[src/rtl/data_io_xfer.sv]
// Download receiver: oversamples the io controller SPI link, decodes file-transfer
// commands and packs payload bytes into a req/ack write port with byte enables.
module data_io_xfer #(
   parameter int unsigned AW         = 16,
   parameter int unsigned DW         = 8,
   parameter int unsigned START_ADDR = 0
) (
   input  logic              clk,
   input  logic              reset,
   input  logic              sck,
   input  logic              ss,
   input  logic              sdi,
   output logic              downloading,
   output logic [7:0]        index,
   output logic [AW-1:0]     size,
   output logic              wr,
   input  logic              wr_ack,
   output logic [AW-1:0]     a,
   output logic [DW-1:0]     d,
   output logic [DW/8-1:0]   be,
   output logic              overrun
);

   localparam logic [7:0] CMD_FILE_TX     = 8'h53;
   localparam logic [7:0] CMD_FILE_TX_DAT = 8'h54;
   localparam logic [7:0] CMD_FILE_INDEX  = 8'h55;

   typedef enum logic [1:0] {IDLE, REQ, FLUSH} state_t;

   state_t            state;
   logic [2:0]        sck_m;
   logic [1:0]        ss_m;
   logic [1:0]        sdi_m;
   logic [3:0]        cnt;
   logic [6:0]        sr;
   logic [7:0]        cmd;
   logic              lane;
   logic [7:0]        lo_byte;

   logic              sample;
   logic [7:0]        pbyte;
   logic              byte_done;
   logic              start_cmd;
   logic              end_cmd;
   logic              accept;
   logic              word_done;
   logic              partial;
   logic [DW-1:0]     word_full;
   logic [DW-1:0]     word_part;
   logic [DW/8-1:0]   be_part;

   always_comb begin
      sample    = sck_m[1] & ~sck_m[2] & ~ss_m[1];
      pbyte     = {sr, sdi_m[1]};
      byte_done = sample && (cnt == 4'd15);
      start_cmd = byte_done && (cmd == CMD_FILE_TX) && pbyte[0];
      end_cmd   = byte_done && (cmd == CMD_FILE_TX) && !pbyte[0];
      accept    = byte_done && (cmd == CMD_FILE_TX_DAT) && downloading && (state != FLUSH);
      partial   = (DW == 16) && lane;
      word_done = accept && ((DW == 8) || lane);
      // For DW=8 the upper-lane write overlays lane 0 with the current byte.
      word_full            = '0;
      word_full[7:0]       = (DW == 16) ? lo_byte : pbyte;
      word_full[DW-1 -: 8] = pbyte;
      word_part            = '0;
      word_part[7:0]       = lo_byte;
      be_part              = '0;
      be_part[0]           = 1'b1;
   end

   always_ff @(posedge clk) begin
      if (reset) begin
         sck_m       <= '0;
         ss_m        <= '0;
         sdi_m       <= '0;
         cnt         <= '0;
         sr          <= '0;
         cmd         <= '0;
         lane        <= 1'b0;
         lo_byte     <= '0;
         state       <= IDLE;
         downloading <= 1'b0;
         index       <= '0;
         size        <= '0;
         wr          <= 1'b0;
         a           <= AW'(START_ADDR);
         d           <= '0;
         be          <= '0;
         overrun     <= 1'b0;
      end else begin
         sck_m <= {sck_m[1:0], sck};
         ss_m  <= {ss_m[0], ss};
         sdi_m <= {sdi_m[0], sdi};

         if (ss_m[1]) begin
            cnt <= '0;
            sr  <= '0;
         end else if (sample) begin
            sr <= pbyte[6:0];
            if (cnt == 4'd7)
               cmd <= pbyte;
            cnt <= (cnt == 4'd15) ? 4'd8 : cnt + 4'd1;
         end

         if (byte_done && (cmd == CMD_FILE_INDEX) && !downloading)
            index <= pbyte;

         if (accept) begin
            size <= size + AW'(1);
            if (DW == 16) begin
               lane <= ~lane;
               if (!lane)
                  lo_byte <= pbyte;
            end
         end

         if (start_cmd) begin
            a           <= AW'(START_ADDR);
            size        <= '0;
            lane        <= 1'b0;
            overrun     <= 1'b0;
            downloading <= 1'b1;
            wr          <= 1'b0;
            state       <= IDLE;
         end else begin
            case (state)
               IDLE: begin
                  if (word_done) begin
                     wr    <= 1'b1;
                     d     <= word_full;
                     be    <= '1;
                     state <= REQ;
                  end else if (end_cmd && downloading) begin
                     if (partial) begin
                        wr    <= 1'b1;
                        d     <= word_part;
                        be    <= be_part;
                        lane  <= 1'b0;
                        state <= FLUSH;
                     end else begin
                        downloading <= 1'b0;
                     end
                  end
               end
               REQ: begin
                  if (wr_ack) begin
                     a     <= a + AW'(1);
                     wr    <= 1'b0;
                     state <= IDLE;
                  end
                  // A word landing on the ack cycle replaces the finished request.
                  if (word_done) begin
                     if (wr_ack) begin
                        wr    <= 1'b1;
                        d     <= word_full;
                        be    <= '1;
                        state <= REQ;
                     end else begin
                        overrun <= 1'b1;
                     end
                  end
                  if (end_cmd) begin
                     if (!wr_ack) begin
                        state <= FLUSH;
                     end else if (partial) begin
                        wr    <= 1'b1;
                        d     <= word_part;
                        be    <= be_part;
                        lane  <= 1'b0;
                        state <= FLUSH;
                     end else begin
                        downloading <= 1'b0;
                        state       <= IDLE;
                     end
                  end
               end
               FLUSH: begin
                  if (!wr || wr_ack) begin
                     if (wr)
                        a <= a + AW'(1);
                     if (partial) begin
                        wr   <= 1'b1;
                        d    <= word_part;
                        be   <= be_part;
                        lane <= 1'b0;
                     end else begin
                        wr          <= 1'b0;
                        downloading <= 1'b0;
                        state       <= IDLE;
                     end
                  end
               end
               default: state <= IDLE;
            endcase
         end
      end
   end

endmodule
[config.mk]
export PLATFORM = sky130hd
export DESIGN_NAME = data_io_xfer
export DESIGN_NICKNAME = d
export VERILOG_FILES = /design/src/rtl/data_io_xfer.sv
export SDC_FILE = /design/constraint.sdc
export NUM_CORES = 1
export LEC_CHECK = 0
export ABC_AREA = 1
export BUFFER_PORTS_ARGS = -buffer_cell sky130_fd_sc_hd__buf_2
export CAP_MARGIN = 10
export CORE_MARGIN = 8
export CORE_UTILIZATION = 40
export CTS_CLUSTER_SIZE = 16
export DETAILED_ROUTE_END_ITERATION = 7
export GPL_TIMING_DRIVEN = 0
export SYNTH_ARGS = -nofsm -noshare
export SYNTH_HDL_FRONTEND = slang
export SYNTH_SLANG_ARGS = --single-unit
[constraint.sdc]
create_clock -name clk -period 2.1 [get_ports clk]
set_clock_uncertainty 0.15 [all_clocks]
set_input_delay 0.21 -clock clk [delete_from_list [all_inputs] [get_ports clk]]
set_output_delay 0.21 -clock clk [all_outputs]
set_load 0.005 [all_outputs]
* Word level (Yosys, flattened, before mapping)
Index checks and enable logic that the tools add are counted.
** Storage, ports and cells
- Bits in registers :: 80
- Input port bits :: 6
- Output and inout port bits :: 52
- Word-level logic and storage cells :: 102
** Operators by class
- Add/subtract/negate cells :: 3
- Equal/unequal tests :: 18
- Mux-type cells :: 32
- Bitwise gates (word level) :: 6
- Reduce and logical (&&, ||, !) cells :: 28
** Operators with widths (number)
- $mux 16 :: 3
- $add 16x1->16 const B :: 2
- $pmux 16 s2 :: 1
- $eq 8x7->1 const B :: 3
- $mux 8 :: 3
- $pmux 8 s2 :: 1
- $ne 3x3->1 const B :: 5
- $mux 2 :: 7
- $mux 1 :: 12
- $ne 2x2->1 const B :: 6
- $logic_and 1x1->1 :: 10
- $reduce_and 3->1 :: 3
- $pmux 1 s3 :: 2
- $pmux 2 s3 :: 1
- $reduce_and 6->1 :: 1
- $reduce_and 5->1 :: 1
- $add 4x1->4 const B :: 1
- $eq 4x3->1 const B :: 1
- $eq 4x4->1 const B :: 1
- $mux 4 :: 1
- $not 1->1 :: 4
- $reduce_and 4->1 :: 1
- $reduce_bool 2->1 :: 2
- $reduce_bool 4->1 :: 1
- other kinds (10) :: 14

* Logic depth before layout (Yosys ltp)
Gate-level depths: netlist of run 1.
- Depth in word-level cells :: 11
- Gate-level depth with buffers :: 10
- Mapped depth without buffers :: 10

* Worst setup path after synthesis of run 1
Ideal clock, no wire load.
- Path kind :: flip-flop to flip-flop
- Start :: register cnt[0]
- End :: register d[0]
- Library setup time :: 112 ps
- Arrival time :: 1448 ps
- Required time :: 1838 ps
- Setup slack :: 390 ps
- Stages on the path, launching flop included :: 10
- Path buffers :: 1
- Period minus slack after synthesis :: 1710 ps
- Path through :: dfxtp_1 -> ha_1 -> nand3_2 -> clkinv_2 -> nand2_4 -> nor2_8 -> o2111ai_4 -> buf_6 -> nor2_2 -> nor2_1
** Between the ends
- Word-level cells in the longest chain between the ends :: 7
- Elaborated cells between the ends (all ways) :: 11
- Those cells by class :: eq/ne (3); bitwise (1); reduce/logical (7)
** RTL lines
- from (decl) :: line 34 : logic [3:0] cnt;
- from (signal assigned) :: line 102 : cnt <= (cnt == 4'd15) ? 4'd8 : cnt + 4'd1;
- $eq 4x4->1 (*) :: line 55 : byte_done = sample && (cnt == 4'd15);
- $logic_and 1x1->1 (*) :: line 55
- $logic_and 1x1->1 (3 in a row) :: line 58 : accept = byte_done && (cmd == CMD_FILE_TX_DAT) && downloading && (state != FLUSH);
- $ne 2x2->1 (no source line)
- $reduce_and 5->1 (no source line) (*)
- to (signal assigned) :: line 130 : d <= word_full;
- to (signal assigned) :: line 136 : d <= word_part;
- to (signal assigned) :: line 155 : d <= word_full;
- to (decl) :: line 19 : output logic [DW-1:0] d,
Mark *: on every way between the ends. The rest lies on a longest branch, timed or not.
A chain may end at the register's enable or synchronous reset.

* Worst setup path after layout of run 1
- Start :: register cnt[0]
- End :: register d[3]
Same word-level chain as after synthesis.

==> results.md, run 1 <==
* CP delay by family, top: simple AND/OR/NAND/NOR gates
* Row count at 35
* Part of the cycle the worst path needs at 92.48%
* Max-slew violation count at 0
* Max Cap Violations at 0
* Io pins at 58
* CTS Buf Count at 9
* Crit path kind: register to register
* Top cells by area, synth: dfxtp_1 (42%), nand2_1 (10%), a21oi_1 (6.7%)
* R2R depth at 9
* Final setup violating endpoints at 0
* VDD IR max at 0.2569 mV
* Net Count, Synth at 525
* Final hold viol count at 0
* Die width at 113.8 microns
* Remaining DRCs at 0
* Post-Place Cell Area at approximately 4300 sq um
* Vias in the first global route at between 3k and 4k
* RePlAce Congestion at about 0.81
* Reg clk slew, reported paths at 0.09 ns
* Cells after synthesis at 516
* DIE AREA at 12950 sq um
* Reg2reg start: cnt[0]
* Synth Register Bits at 80
* Multi-input gate area at approximately 1900 sq um
* Critical Path End: d[3]
* Fin area at around 4500 sq um
* Layout cell share with drive strength beyond 1 at between 20% and 30%
* Crit Path Max Fanout at 10
* WL final at about 8.8 mm
* HPWL reported at the end of detailed placement at 6.592 mm
* Max clock buf depth at 2
* Unrepaired setup endpoints after global routing: no
* Library cells used by synthesis at 40
* Post-synth EDFFs at 0
* Critical Path Slowest Stage Cell: dfxtp_1
* Leakage power at between 1.5 and 2 nW
* Critical R2R Capture: d[3]
* Status: finished, final reports clean
* Synth Flop Type: dfxtp_1
* Largest net degree at the start of global routing at 14
* Pre-antenna DRT Iters at 4
* Netlist Area Pre-Place at 3826 sq um
* Worst Path Arrival at between 2 and 2.5 ns
* Wirelength per Cell at ~12 microns
* TritonCTS clock tree: built
* Via Count at about 3.4k
* Largest stage delay, worst path at roughly 0.38 ns
* Port-buffer cells at 57
* First-pass GRT wire length at ~15 mm
* Die Ht at roughly 110 microns
* CP Data Required Time at between 2 and 2.5 ns
* Cell Pwr Density at roughly 630 nW/um^2
* Remaining antenna violation count after routing at 0
* Starting Density at about two fifths
* Slew @ Worst Pin at about 0.54 ns
* Grt ovf at 0
* R2R Setup Slk at 0.16 ns
* Cell depth of the worst setup path at 9
* Critical path capture point type: register
* Yosys warns at 0
* Total Nets Final at roughly 600
* All-Layer GR Usage at 14.09%
* Avg Cell Area, Syn at 7.415 sq um
* # fillers at 958
* Clk_lat worst skew at 0.35 ns
* Rel. slew slack at about 64%
* Worst min path class: input port to register
* Async SR Flop Fraction at 0%
* Vias per inst at 4.705
* Share of the synthesized area in the top cell type at around two fifths
* Clock sinks at 80
* Reg area at ~1600 sq um
* Root buf cell: clkbuf_8
* Yosys top cell by area: dfxtp_1
* Setup_tns at 0 ns
* Critical path cell sequence: ha_1 > nand3_2 > clkinv_2 > nand2_4 > nor2_8 > o2111ai_4 > buf_6 > nor2_2 > nor2_1
* Antenna diodes at 0
* Clock H-tree levels at 3
* Critical Path Source: cnt[0]
* Maximum achievable frequency at 514.9 MHz
* Crit path time final at approximately 1.9 ns
* CP bufs+invs at 2
* Sequential share of the synthesized area at a little over two fifths
* Synthesis-to-finish area growth at 18.02%
* Initial antenna violation count at 0
* Iteration-0 DRC Markers at 190
* Startpoint Class: register
* Postcts setup bufs at 0
* Core area at between 9000 and 10000 sq um
[placed cells by master, fill, tap and decap left out, types with 2 or more instances in the layout]
cell,n
a21oi_1,51
a21oi_4,2
buf_2,58
buf_4,2
buf_6,2
bufinv_16,2
clkbuf_1,6
clkbuf_8,9
clkinv_2,2
dfxtp_1,80
dlygate4sd3_1,3
ha_1,3
inv_1,61
inv_2,9
nand2_1,106
nand2_4,4
nand3_1,24
nand3_2,3
nand3_4,3
nand4_1,9
nor2_1,62
nor2_2,12
nor2_4,3
nor2_8,3
nor3_1,17
o21ai_0,24
xnor2_1,4
xor2_1,11
[cells by family (layout without fill, tap and decap cells)]
kind of cell | Yosys count | count (layout) | share of synthesized area (%)
xor+xnor | 15 | 15 | 3.433
buf+inv | 81 | 157 | 8.600
fa+ha+maj | 3 | 3 | 0.9811
flops | 80 | 80 | 41.86
compound gates | 82 | 82 | 12.26
simple gates | 255 | 255 | 32.86
[per-stage QoR]
step	instances	hold WS (ns)	setup WS (ns)	util (%)	total power, mW
final	721	0.1127	0.1578	48.64	2.847
after global routing	721	0.1605	0.01930	48.64	2.957
after CTS	721	0.1065	0.1180	48.64	2.867
after detailed placement	702	0.2425	0.1344	46.02	1.637
after global placement	702	0.2391	0.1779	46.02	1.636
after floorplan	516	0.1670	0.3903	-	1.612
[worst min-delay path by stage]
stage	start	endpoint	slack, ns	cells past startpoint
global route	reset	index[4]	0.16	4
CTS	reset	index[4]	0.11	4
detailed placement	ss_m[0]	ss_m[1]	0.24	2
finish	reset	index[4]	0.11	4
global placement	sdi_m[0]	sdi_m[1]	0.24	2
floorplan	sck	sck_m[0]	0.17	2
[where the power goes]
group | leakage (nW) | internal, mW | switching, mW | total (mW)
Combinational | 1.11 | 0.0235 | 0.0517 | 0.0752
Clock | 0.104 | 0.671 | 0.571 | 1.24
Sequential | 0.646 | 1.52 | 0.00583 | 1.53
Total | 1.86 | 2.22 | 0.629 | 2.85
[synthesized netlist by cell type, types with 2 or more instances]
| cell | number |
|---|---|
| a21oi_1 | 51 |
| a21oi_4 | 2 |
| buf_4 | 2 |
| buf_6 | 2 |
| clkbuf_1 | 4 |
| dfxtp_1 | 80 |
| ha_1 | 3 |
| inv_1 | 61 |
| inv_2 | 9 |
| nand2_1 | 106 |
| nand2_4 | 4 |
| nand3_1 | 24 |
| nand3_2 | 3 |
| nand3_4 | 3 |
| nand4_1 | 9 |
| nor2_1 | 62 |
| nor2_2 | 12 |
| nor2_4 | 3 |
| nor2_8 | 3 |
| nor3_1 | 17 |
| o21ai_0 | 24 |
| xnor2_1 | 4 |
| xor2_1 | 11 |
[worst reg2reg max path: cells and delay by family, from the launching register on]
kind	cells	cell delay, ns
simple gates	5	0.53
buf+inv	2	0.33
flops	1	0.38
compound gates	1	0.22
fa+ha+maj	1	0.22
[routing by layer]
metal | vias to the layer above | wire (microns) | track usage [%]
met3 | 8 | 410 | 3.751
met4 | 0 | 119 | 5.235
li1 | 1796 | - | -
met1 | 1536 | 4324 | 17.54
met2 | 52 | 3911 | 22.76
met5 | - | 0 | 0
[final cells by class]
type	instances	area share (%)
inverter	72	6.013
buffer	9	1.275
sequential	80	35.47
multi-input combinational	355	41.98
clock buffer	11	2.909
clock inverter	5	1.801
timing repair buffer	60	6.983
tap	129	3.574
[registers in the layout, indices dropped and copies added, names as in the netlist, named ones only]
register	flops
cmd	8
state	2
cnt	4
be	1
a	16
d	8
index	8
downloading	1
ss_m	2
size	16
sdi_m	2
sr	7
overrun	1
sck_m	3
[what timing repair did]
| action | CTS | global route |
|---|---|---|
| hold buffers | 3 | 0 |
| resized for setup | 0 | 0 |
| hold endpoints to repair | 3 | 0 |
| setup endpoints to repair | 0 | 0 |
Power figures use the tool's default switching activity.
==> run 2: changes to the inputs <==
--- a/config.mk
+++ b/config.mk
@@ -9,10 +9,11 @@
 export BUFFER_PORTS_ARGS = -buffer_cell sky130_fd_sc_hd__buf_2
 export CAP_MARGIN = 10
 export CORE_MARGIN = 8
-export CORE_UTILIZATION = 40
+export CORE_UTILIZATION = 50
 export CTS_CLUSTER_SIZE = 16
 export DETAILED_ROUTE_END_ITERATION = 7
 export GPL_TIMING_DRIVEN = 0
+export PLACE_DENSITY = 0.71
 export SYNTH_ARGS = -nofsm -noshare
 export SYNTH_HDL_FRONTEND = slang
 export SYNTH_SLANG_ARGS = --single-unit
==> run 2 against run 1 <==
Die area fell by 17%. Register-to-register slack hardly changed. Flip-flop and latch count did not move. Hold slack better by 0.015 ns. Sequential power is essentially flat. Critical endpoint is now d[4]. Largest cell class unchanged. Largest power group unchanged.
==> results.md, run 2 (synthesized netlist as in run 1, its figures left out) <==
* Starting Density at 50.56% (+9.3 points)
* TritonCTS clock tree: built
* Maximum achievable frequency at 518.2 MHz (+0.65%)
* Max clock buf depth at 2 (unchanged)
* Clock H-tree levels at 3 (unchanged)
* Io pins at 58 (unchanged)
* Die width at 103.5 microns (-9.1%)
* Most frequent cells in the layout: nand2_1 (106), dfxtp_1 (80), nor2_1 (62)
* Layout cell share with drive strength beyond 1 at 20.78% (+0.17 points)
* Critical path capture point type: register
* Grt ovf at 0 (unchanged)
* WL final at 8.317 mm (-5.1%)
* Top Registers: a (16), size (16)
* Crit path kind: register to register
* Part of the cycle the worst path needs at 91.89% (-0.59 points)
* CTS Buf Count at 9 (unchanged)
* Via Count at 3386 (-0.18%)
* Clock sinks at 80 (unchanged)
* Initial antenna violation count at 0 (unchanged)
* Setup_tns at 0 ns (unchanged)
* HPWL reported at the end of detailed placement at 6.364 mm (-3.5%)
* VDD IR max at 0.5295 mV (+110%)
* Startpoint Class: register
* DIE AREA at 10710 sq um (-17%)
* Max-slew violation count at 0 (unchanged)
* Rel. slew slack at 65.33% (+1.1 points)
* Cell Pwr Density at 629.5 nW/um^2 (-0.14%)
* Crit Path Max Fanout at 10 (unchanged)
* Crit path time final at 1.930 ns (-0.01247 ns)
* RePlAce Congestion at 0.8849 (+9.9%)
* Remaining DRCs at 0 (unchanged)
* Status: finished, final reports clean
* Reg area at 1602 sq um (unchanged)
* Iteration-0 DRC Markers at 133 (-30%)
* Final hold viol count at 0 (unchanged)
* Wirelength per Cell at 11.98 microns (-1.4%)
* Antenna diodes at 0 (unchanged)
* Root buf cell: clkbuf_8
* Most common cell after layout, fill and taps aside: nand2_1
* Reg clk slew, reported paths at 0.08 ns (about the same)
* First-pass GRT wire length at 14.59 mm (-3.1%)
* Worst min path class: input port to register
* Worst Path Arrival at 2.03 ns (about the same)
* # fillers at 700 (-27%)
* CP Data Required Time at 2.20 ns (about the same)
* Core area at 7567 sq um (-18%)
* Postcts setup bufs at 0 (unchanged)
* Synthesis-to-finish area growth at 17.30%
* Port-buffer cells at 57 (unchanged)
* Slew @ Worst Pin at 0.5201 ns (-0.01696 ns)
* Clk_lat worst skew at 0.35 ns (about the same)
* Largest net degree at the start of global routing at 14 (unchanged)
* Total Nets Final at 596 (unchanged)
* Vias per inst at 4.879 (+3.7%)
* Unrepaired setup endpoints after global routing: no
* Die Ht at 103.5 microns (-9.1%)
* Max Cap Violations at 0 (unchanged)
* Multi-input gate area at 1903 sq um (+0.40%)
* Remaining antenna violation count after routing at 0 (unchanged)
* Pre-antenna DRT Iters at 5 (+1)
* Leakage power at 1.866 nW (+0.35%)
* Row count at 32 (-8.6%)
* Min Hold Slack at 0.1275 ns (+0.01476 ns)
* All-Layer GR Usage at 17.25% (+3.2 points)
* Vias in the first global route at 3148 (-2.4%)
* Final setup violating endpoints at 0 (unchanged)
## run 2: worst paths after layout
path / startpoint / to / slack [ns] / cells past startpoint
worst max register to register: cnt[0] / d[4] / 0.17 / 9
worst min register to register: sck_m[0] / sck_m[1] / 0.25 / 2
worst max-delay path: cnt[0] / d[4] / 0.17 / 9
worst min-delay path: reset / index[3] / 0.13 / 4
## run 2: cell type report
| class | instances | share of cell area [%] |
|---|---|---|
| multi-input combinational | 355 | 42.40 |
| clock buffer | 10 | 2.844 |
| clock inverter | 6 | 1.868 |
| buffer | 9 | 1.282 |
| timing repair buffer | 60 | 7.025 |
| sequential | 80 | 35.68 |
| tap | 102 | 2.844 |
| inverter | 72 | 6.050 |
## run 2: where the power goes
| part | internal [mW] | switching [mW] |
|---|---|---|
| logic | 0.0236 | 0.0520 |
| clock network | 0.666 | 0.555 |
| registers | 1.52 | 0.00554 |
| total | 2.21 | 0.613 |
## run 2: worst max-delay path, cell delays in order (launching register included)
cell	delay [ns]
dfxtp_1	0.38
ha_1	0.22
nand3_2	0.16
clkinv_2	0.10
nand2_4	0.08
nor2_8	0.16
o2111ai_4	0.21
buf_6	0.23
nor2_2	0.08
nor2_1	0.05
## run 2: per-layer routing
metal / up-vias / wire, microns / global-route usage (%)
li1: 1795 / - / -
met3: 9 / 470 / 4.351
met5: - / 0 / 0
met1: 1517 / 3890 / 22.25
met4: 0 / 102 / 6.897
met2: 65 / 3854 / 26.87
## run 2: what timing repair did
item,in CTS,in global routing
setup endpoints to repair,0,1
gates resized for setup,0,1
hold endpoints to repair,3,0
hold buffers,3,0
## run 2: per-stage QoR
| stage | setup WS (ns) | std cells | power (mW) | area [sq um] | util, % |
|---|---|---|---|---|---|
| floorplan | 0.3903 | 516 | 1.612 | 3826 | - |
| global placement | 0.1936 | 675 | 1.635 | 4239 | 56.02 |
| detailed placement | 0.1701 | 675 | 1.637 | 4239 | 56.02 |
| CTS | 0.1578 | 694 | 2.866 | 4481 | 59.21 |
| global route | 0.02228 | 694 | 2.937 | 4488 | 59.31 |
| finish | 0.1703 | 694 | 2.825 | 4488 | 59.31 |
